[config.mk]
export PLATFORM = sky130hd
export DESIGN_NAME = ul_frame_sequencer
export DESIGN_NICKNAME = d
export VERILOG_FILES = /design/src/rtl/ul_frame_sequencer_pkg.sv /design/src/rtl/ul_frame_sequencer_watchdog.sv /design/src/rtl/ul_frame_sequencer.sv
export SDC_FILE = /design/constraint.sdc
export NUM_CORES = 1
export LEC_CHECK = 0
export CAP_MARGIN = 20
export CORE_ASPECT_RATIO = 0.8
export CORE_MARGIN = 4
export CORE_UTILIZATION = 25
export DETAILED_ROUTE_END_ITERATION = 12
export HOLD_SLACK_MARGIN = 0.15
export SYNTH_ARGS = -nofsm -noshare
export SYNTH_HDL_FRONTEND = slang
export SYNTH_SLANG_ARGS = --single-unit
[constraint.sdc]
create_clock -name clk -period 6.5 [get_ports clk]
set_input_delay 1.3 -clock clk [delete_from_list [all_inputs] [get_ports clk]]
set_output_delay 1.3 -clock clk [all_outputs]
set_load 0.05 [all_outputs]
[src/rtl/ul_frame_sequencer_pkg.sv]
// Shared types and constants for the uplink frame sequencer.
//   ul_seq_state_t  : sequencer FSM state encoding (4 bits, nine states)
//   UL_BURST_BYTES  : default payload bytes per data burst
//   UL_MAX_RETRY    : default uncorrectable-header budget before lockout
//   is_wait_state() : true for the four states guarded by the watchdog
package ul_frame_sequencer_pkg;

  localparam int UL_BURST_BYTES = 7;
  localparam int UL_MAX_RETRY   = 3;

  typedef enum logic [3:0] {
    ST_IDLE        = 4'd0,
    ST_TRAIN_START = 4'd1,
    ST_TRAIN_WAIT  = 4'd2,
    ST_HDR_START   = 4'd3,
    ST_HDR_WAIT    = 4'd4,
    ST_FEC_WAIT    = 4'd5,
    ST_DATA_START  = 4'd6,
    ST_DATA_WAIT   = 4'd7,
    ST_LOCKOUT     = 4'd8
  } ul_seq_state_t;

  function automatic logic is_wait_state(input ul_seq_state_t s);
    return (s == ST_TRAIN_WAIT) || (s == ST_HDR_WAIT) ||
           (s == ST_FEC_WAIT)   || (s == ST_DATA_WAIT);
  endfunction

endpackage

[src/rtl/ul_frame_sequencer_watchdog.sv]
// Per-wait watchdog counter.
//   clk_i, rst_i : clock, synchronous active-high reset
//   load_i       : reload from timeout_i (entry into a wait state)
//   run_i        : currently in a wait state; count down
//   timeout_i    : reload value; 0 leaves the counter at 0 so it never expires
//   expire_o     : this cycle is the one in which the count reaches 0
module ul_watchdog #(
  parameter int TO_WIDTH = 16
) (
  input  logic                clk_i,
  input  logic                rst_i,
  input  logic                load_i,
  input  logic                run_i,
  input  logic [TO_WIDTH-1:0] timeout_i,
  output logic                expire_o
);

  logic [TO_WIDTH-1:0] cnt_q;

  always_ff @(posedge clk_i) begin
    if (rst_i)                          cnt_q <= '0;
    else if (load_i)                    cnt_q <= timeout_i;
    else if (run_i && (cnt_q != '0))    cnt_q <= cnt_q - 1'b1;
  end

  // A load of N gives exactly N cycles in the wait state; expiry fires on
  // the Nth, when the count steps from 1 to 0. A load of 0 never matches.
  assign expire_o = run_i && (cnt_q == {{(TO_WIDTH-1){1'b0}}, 1'b1});

endmodule

[src/rtl/ul_frame_sequencer.sv]
// Uplink frame sequencer: training detect -> header deserialise -> FEC
// verdict -> burst-wise payload deserialise, with watchdog, bounded retry
// with lockout, and saturating statistics.
//   clk, rst, enable, cfg_timeout          : clock/reset/control
//   train_start/train_done                  : training detector handshake
//   deser_start/deser_hdr/deser_done        : deserializer handshake
//   fec_done/fec_uncor_err/hdr_len          : FEC header verdict
//   msg_cnt, burst_valid, burst_hdr         : burst delivery
//   frame_done, lockout, busy               : status
//   frame_ok_cnt/fec_err_cnt/timeout_cnt    : saturating statistics
module ul_frame_sequencer
  import ul_frame_sequencer_pkg::*;
#(
  parameter int LEN_WIDTH   = 8,
  parameter int BURST_BYTES = UL_BURST_BYTES,
  parameter int TO_WIDTH    = 16,
  parameter int STAT_WIDTH  = 8,
  parameter int MAX_RETRY   = UL_MAX_RETRY
) (
  input  logic                  clk,
  input  logic                  rst,
  input  logic                  enable,
  input  logic [TO_WIDTH-1:0]   cfg_timeout,
  output logic                  train_start,
  input  logic                  train_done,
  output logic                  deser_start,
  output logic                  deser_hdr,
  input  logic                  deser_done,
  input  logic                  fec_done,
  input  logic                  fec_uncor_err,
  input  logic [LEN_WIDTH-1:0]  hdr_len,
  output logic [LEN_WIDTH-1:0]  msg_cnt,
  output logic                  burst_valid,
  output logic                  burst_hdr,
  output logic                  frame_done,
  output logic                  lockout,
  output logic                  busy,
  output logic [STAT_WIDTH-1:0] frame_ok_cnt,
  output logic [STAT_WIDTH-1:0] fec_err_cnt,
  output logic [STAT_WIDTH-1:0] timeout_cnt
);

  localparam int RETRY_W = $clog2(MAX_RETRY + 1);
  localparam logic [LEN_WIDTH:0] BURST_EXT = (LEN_WIDTH+1)'(BURST_BYTES);

  ul_seq_state_t         state_q, state_d;
  logic                  expect_hdr_q, expect_hdr_d;
  logic [LEN_WIDTH-1:0]  len_q, len_d;
  logic [LEN_WIDTH-1:0]  msg_cnt_q, msg_cnt_d;
  logic [RETRY_W-1:0]    retry_q, retry_d;
  logic                  burst_valid_q, burst_valid_d;
  logic                  burst_hdr_q, burst_hdr_d;
  logic                  frame_done_q, frame_done_d;
  logic [STAT_WIDTH-1:0] frame_ok_q, frame_ok_d;
  logic [STAT_WIDTH-1:0] fec_err_q, fec_err_d;
  logic [STAT_WIDTH-1:0] timeout_q, timeout_d;

  logic                  wd_load, wd_run, wd_expire;
  logic                  abort;
  logic                  frame_end;
  logic [LEN_WIDTH:0]    msg_sum;

  // One extra bit so a burst step past the length clamps instead of wrapping.
  assign msg_sum = {1'b0, msg_cnt_q} + BURST_EXT;

  assign wd_run  = is_wait_state(state_q);
  assign wd_load = is_wait_state(state_d) && (state_d != state_q);

  ul_watchdog #(.TO_WIDTH(TO_WIDTH)) u_wd (
    .clk_i     (clk),
    .rst_i     (rst),
    .load_i    (wd_load),
    .run_i     (wd_run),
    .timeout_i (cfg_timeout),
    .expire_o  (wd_expire)
  );

  always_comb begin
    state_d       = state_q;
    expect_hdr_d  = expect_hdr_q;
    len_d         = len_q;
    msg_cnt_d     = msg_cnt_q;
    retry_d       = retry_q;
    burst_valid_d = 1'b0;
    burst_hdr_d   = 1'b0;
    frame_done_d  = 1'b0;
    frame_ok_d    = frame_ok_q;
    fec_err_d     = fec_err_q;
    timeout_d     = timeout_q;
    abort         = 1'b0;
    frame_end     = 1'b0;

    if (!enable) begin
      state_d      = ST_IDLE;
      expect_hdr_d = 1'b1;
      msg_cnt_d    = '0;
      retry_d      = '0;
    end else begin
      case (state_q)
        ST_IDLE:        state_d = ST_TRAIN_START;
        ST_TRAIN_START: state_d = ST_TRAIN_WAIT;
        ST_TRAIN_WAIT: begin
          if (train_done) begin
            if (expect_hdr_q) begin
              state_d = ST_HDR_START;
            end else begin
              state_d   = ST_DATA_START;
              msg_cnt_d = (msg_sum > {1'b0, len_q}) ? len_q : msg_sum[LEN_WIDTH-1:0];
            end
          end else if (wd_expire) begin
            abort = 1'b1;
          end
        end
        ST_HDR_START:   state_d = ST_HDR_WAIT;
        ST_HDR_WAIT: begin
          if (deser_done) begin
            state_d       = ST_FEC_WAIT;
            burst_valid_d = 1'b1;
            burst_hdr_d   = 1'b1;
          end else if (wd_expire) begin
            abort = 1'b1;
          end
        end
        ST_FEC_WAIT: begin
          if (fec_done) begin
            if (fec_uncor_err) begin
              if (~&fec_err_q) fec_err_d = fec_err_q + 1'b1;
              retry_d = retry_q + 1'b1;
              if (int'(retry_q) + 1 >= MAX_RETRY) begin
                state_d = ST_LOCKOUT;
              end else begin
                state_d      = ST_TRAIN_START;
                expect_hdr_d = 1'b1;
              end
            end else begin
              len_d     = hdr_len;
              msg_cnt_d = '0;
              state_d   = ST_TRAIN_START;
              if (hdr_len == '0) begin
                frame_end = 1'b1;
              end else begin
                expect_hdr_d = 1'b0;
              end
            end
          end else if (wd_expire) begin
            abort = 1'b1;
          end
        end
        ST_DATA_START:  state_d = ST_DATA_WAIT;
        ST_DATA_WAIT: begin
          if (deser_done) begin
            state_d       = ST_TRAIN_START;
            burst_valid_d = 1'b1;
            if (msg_cnt_q >= len_q) begin
              frame_end = 1'b1;
              msg_cnt_d = '0;
            end else begin
              expect_hdr_d = 1'b0;
            end
          end else if (wd_expire) begin
            abort = 1'b1;
          end
        end
        ST_LOCKOUT:     state_d = ST_LOCKOUT;
        default:        state_d = ST_IDLE;
      endcase

      if (frame_end) begin
        frame_done_d = 1'b1;
        expect_hdr_d = 1'b1;
        retry_d      = '0;
        if (~&frame_ok_q) frame_ok_d = frame_ok_q + 1'b1;
      end

      if (abort) begin
        state_d      = ST_TRAIN_START;
        expect_hdr_d = 1'b1;
        msg_cnt_d    = '0;
        if (~&timeout_q) timeout_d = timeout_q + 1'b1;
      end
    end
  end

  always_ff @(posedge clk) begin
    if (rst) begin
      state_q       <= ST_IDLE;
      expect_hdr_q  <= 1'b1;
      len_q         <= '0;
      msg_cnt_q     <= '0;
      retry_q       <= '0;
      burst_valid_q <= 1'b0;
      burst_hdr_q   <= 1'b0;
      frame_done_q  <= 1'b0;
      frame_ok_q    <= '0;
      fec_err_q     <= '0;
      timeout_q     <= '0;
    end else begin
      state_q       <= state_d;
      expect_hdr_q  <= expect_hdr_d;
      len_q         <= len_d;
      msg_cnt_q     <= msg_cnt_d;
      retry_q       <= retry_d;
      burst_valid_q <= burst_valid_d;
      burst_hdr_q   <= burst_hdr_d;
      frame_done_q  <= frame_done_d;
      frame_ok_q    <= frame_ok_d;
      fec_err_q     <= fec_err_d;
      timeout_q     <= timeout_d;
    end
  end

  assign train_start  = (state_q == ST_TRAIN_START);
  assign deser_start  = (state_q == ST_HDR_START) || (state_q == ST_DATA_START);
  assign deser_hdr    = (state_q == ST_HDR_START);
  assign lockout      = (state_q == ST_LOCKOUT);
  assign busy         = (state_q != ST_IDLE) && (state_q != ST_LOCKOUT);
  assign msg_cnt      = msg_cnt_q;
  assign burst_valid  = burst_valid_q;
  assign burst_hdr    = burst_hdr_q;
  assign frame_done   = frame_done_q;
  assign frame_ok_cnt = frame_ok_q;
  assign fec_err_cnt  = fec_err_q;
  assign timeout_cnt  = timeout_q;

endmodule

==> qor.yml, run 1 <==
antennaDiodeCount: 0
maxSlewViolCount: 0
cp_slowest_stage_delay_ns: 0.61
holdPathEnd: "frame_ok_cnt[6]$_SDFFE_PP0P_"
grt-ovfl-total: 0
cpMostUsedCell: "a311oi_1"
place.gp.congestion: 0.862
worstHoldStart: "frame_ok_cnt[6]$_SDFFE_PP0P_"
path_delay_family: "compound AO/OA/AOI/OAI gates"
core_sq_um: 15800
cts_tree: "built"
slew_headroom: 0.482
skew_ns: 0.00653
ys_ff_latch: 66
p_per_area_nw_per_um2: 211
layout.nets: 597
drt_iter0_markers: 213
slowest_stage: "or2_1"
yosysTopAreaCellShare: 0.327
synth_flop_cell: "dfxtp_1"
cp_cell_sequence: "clkdlybuf4s50_1, nand2_1, a311oi_1, a22o_1, o21ai_0, a21oi_4, or2_1, a311oi_1"
status: "finished clean"
syn-instance-count: 480
worst_slew_pin_slew_ns: 0.777
rsz0062_at_grt: "no"
grt_antenna_before_repair: 0
cp.required_ns: 6.67
via_per_inst: 4.80
finalCritPeriodShare: 0.603
synth_top_cell_by_area: "dfxtp_1"
worstSetupPathType: "in -> reg"
synth_edf_count: 0
cts_hold_buf: 0
tns_ns: 0
avgSynthCellArea_sq_um: 8.42
final_util: 0.333
io_buffers: 70
yosysSeqAreaShare: 0.327
wl_per_cell_um: 13.8
cap_violations: 0
insertion_delay_ns: 0.33
reg2regPathDepth: 7
row_count: 41
start_kind: "input pin"
cts_resized: 0
vias: 3652
finalPower_w: 0.00111
die_h_um: 122
synth.net_count: 536
r2r_end: "u_wd.cnt_q[7]$_SDFFE_PP0P_"
r2r_slack_ns: 3.27
fin_crit_ns: 3.92
worstPathArrival_ns: 4.09
setup_violations: 0
grt_max_degree: 52
die_width_um: 150
wirelength_um: 10500
synthesis.area_sq_um: 4040
initial_core_util: 0.256
yosysWarningCount: 0
fmax_ghz: 0.255
cts_setup_buffers: 0
area_delta_synth_final_pct: 30.1
clk_path_buf_depth: 2
detail-route-antenna-nets: 0
clk_pin_slew_ns: 0.06
dp_hpwl_um: 7830
worstPathMaxFanout: 17
cp.buffers_inverters: 1
grt_pass1_wl_um: 17500
fp.dieArea_sq_um: 18300
drive_above_1_share: 0.0733
cts_made_buffers: 9
h-tree-depth: 3
drcViolationCount: 0
hold-path-cell-count: 2
track_usage: 0.118
cp-end-kind: "register"
clock_sinks: 66
finalHoldViolations: 0
hold_path.class: "reg -> reg"
grt_pass1_vias: 3484
pin_count: 71
num-fill-cells: 1637
vdd_drop_max_v: 0.000126
firstDrtPassIters: 4
r2r-start: "state_q[1]$_SDFF_PP0_"
yosys-top-cells-area: "dfxtp_1 33%, ha_1 7.7%, nor2_1 5.0%, xnor2_1 4.8%, nor3_1 4.1%"
synthDistinctLibCells: 64
p_leak_nw: 1.87
cts_root_buf: "clkbuf_16"
synthArstFlopShare: 0
==> Yosys cell counts (all sizes together) (3+ instances only) <==
cell,n
a211oi,18
a21oi,19
a311oi,3
a31oi,3
and3,10
and4,3
buf,7
clkbuf,14
dfxtp,66
ha,25
inv,22
mux2,3
mux2i,13
nand2,26
nand2b,10
nand3,18
nand4,7
nor2,54
nor2b,7
nor3,34
nor4,3
o211ai,5
o21a,4
o21ai,25
or3,9
or4,5
xnor2,22
xor2,17
==> cell type report <==
class	count	area [sq um]	area share
clock inverters	7	124	0.0235
multi-input cells	371	2540	0.482
well taps	215	269	0.0511
flip-flops and latches	66	1320	0.251
clock buffers	9	225	0.0428
inverters	22	82.6	0.0157
repair buffers	71	703	0.134
==> power by group <==
part | total (W) | internal [W] | switching, W | leakage [nW]
clock | 0.000576 | 0.000378 | 0.000198 | 0.167
combinational | 0.000112 | 0.0000518 | 0.0000604 | 1.17
sequential | 0.000423 | 0.000412 | 0.0000105 | 0.532
==> how the worst max path moves through the flow <==
| stage | from | end | slack (ns) | depth (start not counted) |
|---|---|---|---|---|
| finish | train_done | u_wd.cnt_q[7]$_SDFFE_PP0P_ | 2.58 | 8 |
| global route | train_done | u_wd.cnt_q[7]$_SDFFE_PP0P_ | 2.47 | 8 |
| CTS | deser_done | u_wd.cnt_q[7]$_SDFFE_PP0P_ | 2.64 | 8 |
| detailed placement | deser_done | u_wd.cnt_q[7]$_SDFFE_PP0P_ | 2.28 | 8 |
| global placement | deser_done | u_wd.cnt_q[7]$_SDFFE_PP0P_ | 2.37 | 8 |
| floorplan | state_q[0]$_SDFF_PP0_ | train_start | 2.84 | 3 |
==> cells in the final DEF (no fill, tap or decap), types with 18 or more instances in the layout <==
cell type        instances
clkdlybuf4s50_1         69
dfxtp_1                 66
nor2_1                  54
nor3_1                  33
nand2_1                 26
ha_1                    25
inv_1                   22
xnor2_1                 22
o21ai_0                 21
a21oi_1                 18
==> flip-flops by register name, indices dropped and copies added, names as in the netlist <==
signal        count
len_q             8
frame_done        1
burst_valid       1
u_wd.cnt_q       16
expect_hdr_q      1
msg_cnt           8
timeout_cnt       8
burst_hdr         1
fec_err_cnt       8
state_q           4
retry_q           2
frame_ok_cnt      8
==> metal layers <==
layer | track usage | vias to the layer above | part of all wire
li1 | - | 1842 | -
met1 | 0.168 | 1718 | 0.50
met2 | 0.172 | 86 | 0.43
met3 | 0.0424 | 6 | 0.060
met4 | 0.0257 | 0 | 0.0076
met5 | 0 | - | 0
==> through the flow <==
step	setup slack [ns]	hold slack (ns)	instance area, sq um	std cells
after floorplan	2.84	0.460	4040	480
after CTS	2.64	0.509	5260	761
after global routing	2.47	0.532	5260	761
final	2.58	0.512	5260	761
after global placement	2.37	0.482	4910	745
after detailed placement	2.28	0.493	4910	745
==> kinds of logic after synthesis <==
kind of cell,count (synthesis),synth area share
AND/OR/NAND/NOR,196,0.254
AO/OA/AOI/OAI,95,0.170
flip-flops,66,0.327
buffers and inverters,43,0.0458
XOR/XNOR,39,0.0845
adder cells (fa/ha/maj),25,0.0774
multiplexers,16,0.0415
==> tightest hold or removal path, delay by kind of cell (launching register included) <==
kind            cells  cell delay [ns]
flops               1             0.33
compound gates      2             0.14
Note: power is estimated with default switching activity, not from simulation.
==> run 2, diff against run 1 <==
clock period = 3.8 ns   (was 6.5 ns; I/O delays follow)
==> qor.yml, run 2 (synthesized netlist as in run 1, its figures left out) <==
status: "finished clean"
setup_violations: 0  # unchanged
multi_input_area_sq_um: 2540  # unchanged
seq_area_sq_um: 1320  # unchanged
area_delta_synth_final_pct: 28.9
tns_ns: 0  # unchanged
finalHoldViolations: 0  # unchanged
dp.cells: 750  # +0.67%
insertion_delay_ns: 0.33  # about the same
dpl_worst_slack_ns: 0.410  # -1.87 ns
finalCritPeriodShare: 0.822
worstPathMaxFanout: 17  # unchanged
die_h_um: 122  # unchanged
worstSetupPathType: "reg -> reg"
fmax_ghz: 0.320
final_common_cell: "clkdlybuf4s50_1"
cp-end-kind: "register"
initial_core_util: 0.256  # unchanged
cts_resized: 0  # unchanged
cts_tree: "built"
cts_root_buf: "clkbuf_16"
whs_ns: 0.505  # -0.00634 ns
track_usage: 0.120  # +0.00205
p_leak_nw: 1.86  # -0.84%
grt_antenna_before_repair: 0  # unchanged
hold-path-cell-count: 2  # unchanged
rsz0062_at_grt: "no"
drcViolationCount: 0  # unchanged
grt_pass1_vias: 3463  # -0.60%
antennaDiodeCount: 0  # unchanged
detail-route-antenna-nets: 0  # unchanged
reg2regPathDepth: 13  # +6
clock_sinks: 66  # unchanged
worstPathArrival_ns: 3.37  # -0.72 ns
via_per_inst: 4.82  # +0.34%
clk_path_buf_depth: 2  # unchanged
maxSlewViolCount: 0  # unchanged
vdd_drop_max_v: 0.000202  # +61%
fin_crit_ns: 3.12
start_kind: "register"
die_width_um: 150  # unchanged
row_count: 41  # unchanged
largest_reg_flops: 16  # unchanged
place.gp.congestion: 0.825  # -4.3%
wl_per_cell_um: 14.0  # +0.95%
grt-ovfl-total: 0  # unchanged
worst_slew_pin_slew_ns: 0.595  # -0.182 ns
cp.required_ns: 4.05  # -2.62 ns
grt_max_degree: 51  # -1.9%
cts_made_buffers: 9  # unchanged
drive_above_1_share: 0.0765  # +0.00324
r2r-start: "msg_cnt[0]$_SDFFE_PP0P_"
io_buffers: 70  # unchanged
clk_pin_slew_ns: 0.06  # about the same
firstDrtPassIters: 4  # unchanged
hold_path.class: "reg -> reg"
pin_count: 71  # unchanged
layout_common_cells: "69 x clkdlybuf4s50_1, 66 x dfxtp_1, 54 x nor2_1"
r2r_end: "msg_cnt[6]$_SDFFE_PP0P_"
layout.nets: 602  # +0.84%
fp.dieArea_sq_um: 18300  # unchanged
r2r_slack_ns: 0.68  # -2.59 ns
vias: 3679  # +0.74%
worstHoldStart: "len_q[7]$_SDFFE_PP0P_"
post-route-worst-setup-slack_ns: 0.678  # -1.91 ns
p_per_area_nw_per_um2: 320  # +52%
dp_hpwl_um: 8000  # +2.1%
final_area_sq_um: 5210  # -0.97%
h-tree-depth: 3  # unchanged
place_area_sq_um: 4950  # +0.76%
final_cells: 764  # +0.39%
top_register: "u_wd.cnt_q"
grt_pass1_wl_um: 17600  # +0.47%
wirelength_um: 10700  # +1.3%
cts_setup_buffers: 0  # unchanged
holdPathEnd: "len_q[7]$_SDFFE_PP0P_"
slew_headroom: 0.599  # +0.118
skew_ns: 0.00903  # +0.00251 ns
cts_hold_buf: 0  # unchanged
cap_violations: 0  # unchanged
drt_iter0_markers: 171  # -20%
core_sq_um: 15800  # unchanged
num-fill-cells: 1679  # +2.6%
## run 2: worst max-delay path, cell delays in order, from the launching register on
cell      delay (ns)
dfxtp_1         0.43
inv_1           0.10
ha_1            0.26
nand2b_1        0.13
and4_1          0.29
xor2_1          0.09
ha_1            0.28
nand2_1         0.07
nor3_1          0.28
nor3_1          0.10
a211o_1         0.53
nor3b_1         0.28
a21oi_1         0.07
o21ai_0         0.15
## run 2: final cells by class
cell class                      instances  area share
Multi-Input combinational cell        371       0.487
Sequential cell                        66       0.254
Timing Repair Buffer                   76       0.142
Tap cell                              215      0.0516
Clock buffer                           11      0.0466
Inverter                               22      0.0158
Clock inverter                          3     0.00336
## run 2: worst max path at each step
stage,from,to,slack (ns),cells after the start
global placement,hdr_len[4],frame_ok_cnt[7]$_SDFFE_PP0P_,0.52,8
CTS,msg_cnt[0]$_SDFFE_PP0P_,msg_cnt[6]$_SDFFE_PP0P_,0.68,13
detailed placement,hdr_len[4],frame_ok_cnt[6]$_SDFFE_PP0P_,0.41,8
floorplan,msg_cnt[0]$_SDFFE_PP0P_,msg_cnt[6]$_SDFFE_PP0P_,0.66,15
finish,msg_cnt[0]$_SDFFE_PP0P_,msg_cnt[6]$_SDFFE_PP0P_,0.68,13
global route,msg_cnt[0]$_SDFFE_PP0P_,msg_cnt[6]$_SDFFE_PP0P_,0.37,12
## run 2: routing by layer
metal,GRT usage,part of all wire,up-vias
met3,0.0338,0.049,11
met1,0.168,0.50,1736
met4,0.0417,0.015,0
li1,-,-,1852
met2,0.177,0.43,80
met5,0,0,-
## run 2: per-stage QoR
stage,utilization,power [W]
6_report,0.330,0.00167
5_1_grt,0.330,0.00175
4_1_cts,0.330,0.00170
3_5_place_dp,0.313,0.000936
3_3_place_gp,0.313,0.000931
2_1_floorplan,-,0.000863
## run 2: power by group
part	switching (W)	total, W	leakage, nW	internal, W
Combinational	0.000105	0.000197	1.20	0.0000927
Sequential	0.0000186	0.000724	0.532	0.000706
Clock	0.000297	0.000746	0.127	0.000449
Total	0.000420	0.00167	1.86	0.00125
==> run 3, diff against run 2 <==
clock period = 2.59 ns   (was 3.8 ns; I/O delays follow)
==> qor.yml, run 3 (synthesized netlist as in run 1, its figures left out) <==
status: "finished clean"
slowest_stage: "dfxtp_4"
r2r_slack_ns: 0.07  # -0.61 ns
cts_made_buffers: 9  # unchanged
h-tree-depth: 3  # unchanged
clock_sinks: 66  # unchanged
maxSlewViolCount: 0  # unchanged
vias: 3892  # +5.8%
worstSetupPathType: "reg -> reg"
pin_count: 71  # unchanged
antennaDiodeCount: 0  # unchanged
cap_violations: 0  # unchanged
r2r_end: "msg_cnt[2]$_SDFFE_PP0P_"
slew_headroom: 0.614  # +0.0141
cp-end-kind: "register"
hold_path.class: "reg -> reg"
place.gp.congestion: 0.865  # +4.9%
layout_common_cells: "64 x clkdlybuf4s50_1, 58 x dfxtp_1, 53 x nor2_1"
final_cells: 813  # +6.4%
worstPathArrival_ns: 2.80  # -0.57 ns
cpMostUsedCell: "nand2_1"
die_h_um: 122  # unchanged
clk_pin_slew_ns: 0.06  # about the same
insertion_delay_ns: 0.34  # about the same
start_kind: "register"
fin_crit_ns: 2.52  # -0.604 ns
worstHoldStart: "len_q[2]$_SDFFE_PP0P_"
holdPathEnd: "len_q[2]$_SDFFE_PP0P_"
dp_hpwl_um: 8720  # +9.0%
place_area_sq_um: 5310  # +7.3%
io_buffers: 70  # unchanged
layout.nets: 649  # +7.8%
top_layer_used: "met4"
reg2regPathDepth: 14  # +1
path_delay_family: "simple AND/OR/NAND/NOR gates"
via_per_inst: 4.79  # -0.59%
cp.required_ns: 2.88  # -1.17 ns
wl_met1_um: 5380  # +0.71%
die_width_um: 150  # unchanged
detail-route-antenna-nets: 0  # unchanged
track_usage: 0.130  # +0.00955
tns_ns: 0  # unchanged
grt_max_degree: 51  # unchanged
largest_reg_flops: 16  # unchanged
fp.dieArea_sq_um: 18300  # unchanged
p_per_area_nw_per_um2: 502  # +57%
cp_cell_sequence: "inv_2, ha_4, nand2b_4, nand2_1, xnor2_1, ha_1, nand4b_1, nor3_2, nor2_1, a211o_1, buf_6, mux2i_1, nand2b_1, nand2_1"
cp_slowest_stage_delay_ns: 0.38  # -0.15 ns
cts_tree: "built"
area_delta_synth_final_pct: 44.6
setup_violations: 0  # unchanged
firstDrtPassIters: 4  # unchanged
met3RoutedLength_um: 490  # -7.2%
wl_per_cell_um: 14.0  # +0.13%
crit_cells: 14  # +1
rsz0062_at_grt: "yes"
final_common_cell: "clkdlybuf4s50_1"
cp.buffers_inverters: 2  # +1
initial_core_util: 0.256  # unchanged
grt_pass1_wl_um: 18900  # +7.4%
worstPathMaxFanout: 11  # -6
fmax_ghz: 0.397  # +24%
top_register: "u_wd.cnt_q"
row_count: 41  # unchanged
drcViolationCount: 0  # unchanged
grt-ovfl-total: 0  # unchanged
grt_antenna_before_repair: 0  # unchanged
drt_iter0_markers: 160  # -6.4%
worst_slew_pin_slew_ns: 0.580  # -0.0157 ns
p_leak_nw: 2.19  # +18%
final_area_sq_um: 5850  # +12%
finalCritPeriodShare: 0.972  # +0.151
dp.cells: 794  # +5.9%
r2r-start: "msg_cnt[0]$_SDFFE_PP0P_"
whs_ns: 0.503  # -0.00234 ns
grt_pass1_vias: 3971  # +15%
core_sq_um: 15800  # unchanged
clk_path_buf_depth: 2  # unchanged
wirelength_um: 11400  # +6.6%
wl_met2_um: 5230  # +13%
hold-path-cell-count: 2  # unchanged
skew_ns: 0.0120  # +0.00299 ns
vdd_drop_max_v: 0.000436  # +120%
drive_above_1_share: 0.212  # +0.136
finalHoldViolations: 0  # unchanged
finalPower_w: 0.00294  # +76%
cts_root_buf: "clkbuf_16"
## run 3: where the power goes
| group | internal, W | leakage, nW | switching [W] |
|---|---|---|---|
| registers | 0.00103 | 0.537 | 0.0000230 |
| clock network | 0.00110 | 0.180 | 0.000466 |
| logic | 0.000158 | 1.47 | 0.000162 |
| total | 0.00229 | 2.19 | 0.000651 |
## run 3: repair_timing
item,4_1_cts,5_1_grt
gates resized for setup,5,31
hold buffers,0,0
cloned,0,0
pin swaps,1,11
buffers inserted,0,3
endpoints found under the setup margin,4,29
## run 3: worst max-delay path by stage
stage | slack [ns] | to | startpoint
2_1_floorplan | -0.003 | msg_cnt[6]$_SDFFE_PP0P_ | msg_cnt[0]$_SDFFE_PP0P_
3_3_place_gp | -0.19 | frame_ok_cnt[3]$_SDFFE_PP0P_ | hdr_len[4]
3_5_place_dp | -0.26 | frame_ok_cnt[3]$_SDFFE_PP0P_ | hdr_len[4]
4_1_cts | 0.01 | msg_cnt[6]$_SDFFE_PP0P_ | msg_cnt[0]$_SDFFE_PP0P_
5_1_grt | -0.08 | msg_cnt[6]$_SDFFE_PP0P_ | msg_cnt[0]$_SDFFE_PP0P_
6_report | 0.07 | msg_cnt[2]$_SDFFE_PP0P_ | msg_cnt[0]$_SDFFE_PP0P_
## run 3: stage by stage
step                       util  setup slack (ns)
after floorplan               -          -0.00271
after global placement    0.336            -0.188
after detailed placement  0.336            -0.262
after CTS                 0.362            0.0114
after global routing      0.370           -0.0782
final                     0.370            0.0718
## run 3: layout make-up
class / instances / area (sq um)
multi-input cells: 371 / 2660
well taps: 215 / 269
flip-flops and latches: 66 / 1340
clock buffers: 10 / 250
clock inverters: 6 / 135
inverters: 22 / 82.6
repair buffers: 123 / 1120
fillers: 1610 / 9950
## run 3: metal layers
metal,GRT usage,vias up
met5,0,-
met4,0.0549,0
met3,0.0338,19
met2,0.205,96
met1,0.168,1826
li1,-,1951
## run 3: worst register-to-register path: cells and delay by family, from the launching register on
family | cells | cell delay, ns
and+or+nand+nor | 7 | 0.71
adders and majority gates | 2 | 0.48
DFF | 1 | 0.38
AOI/OAI and AO/OA | 1 | 0.33
buffers and inverters | 2 | 0.23
muxes | 1 | 0.19
xor gates and xnor gates | 1 | 0.14
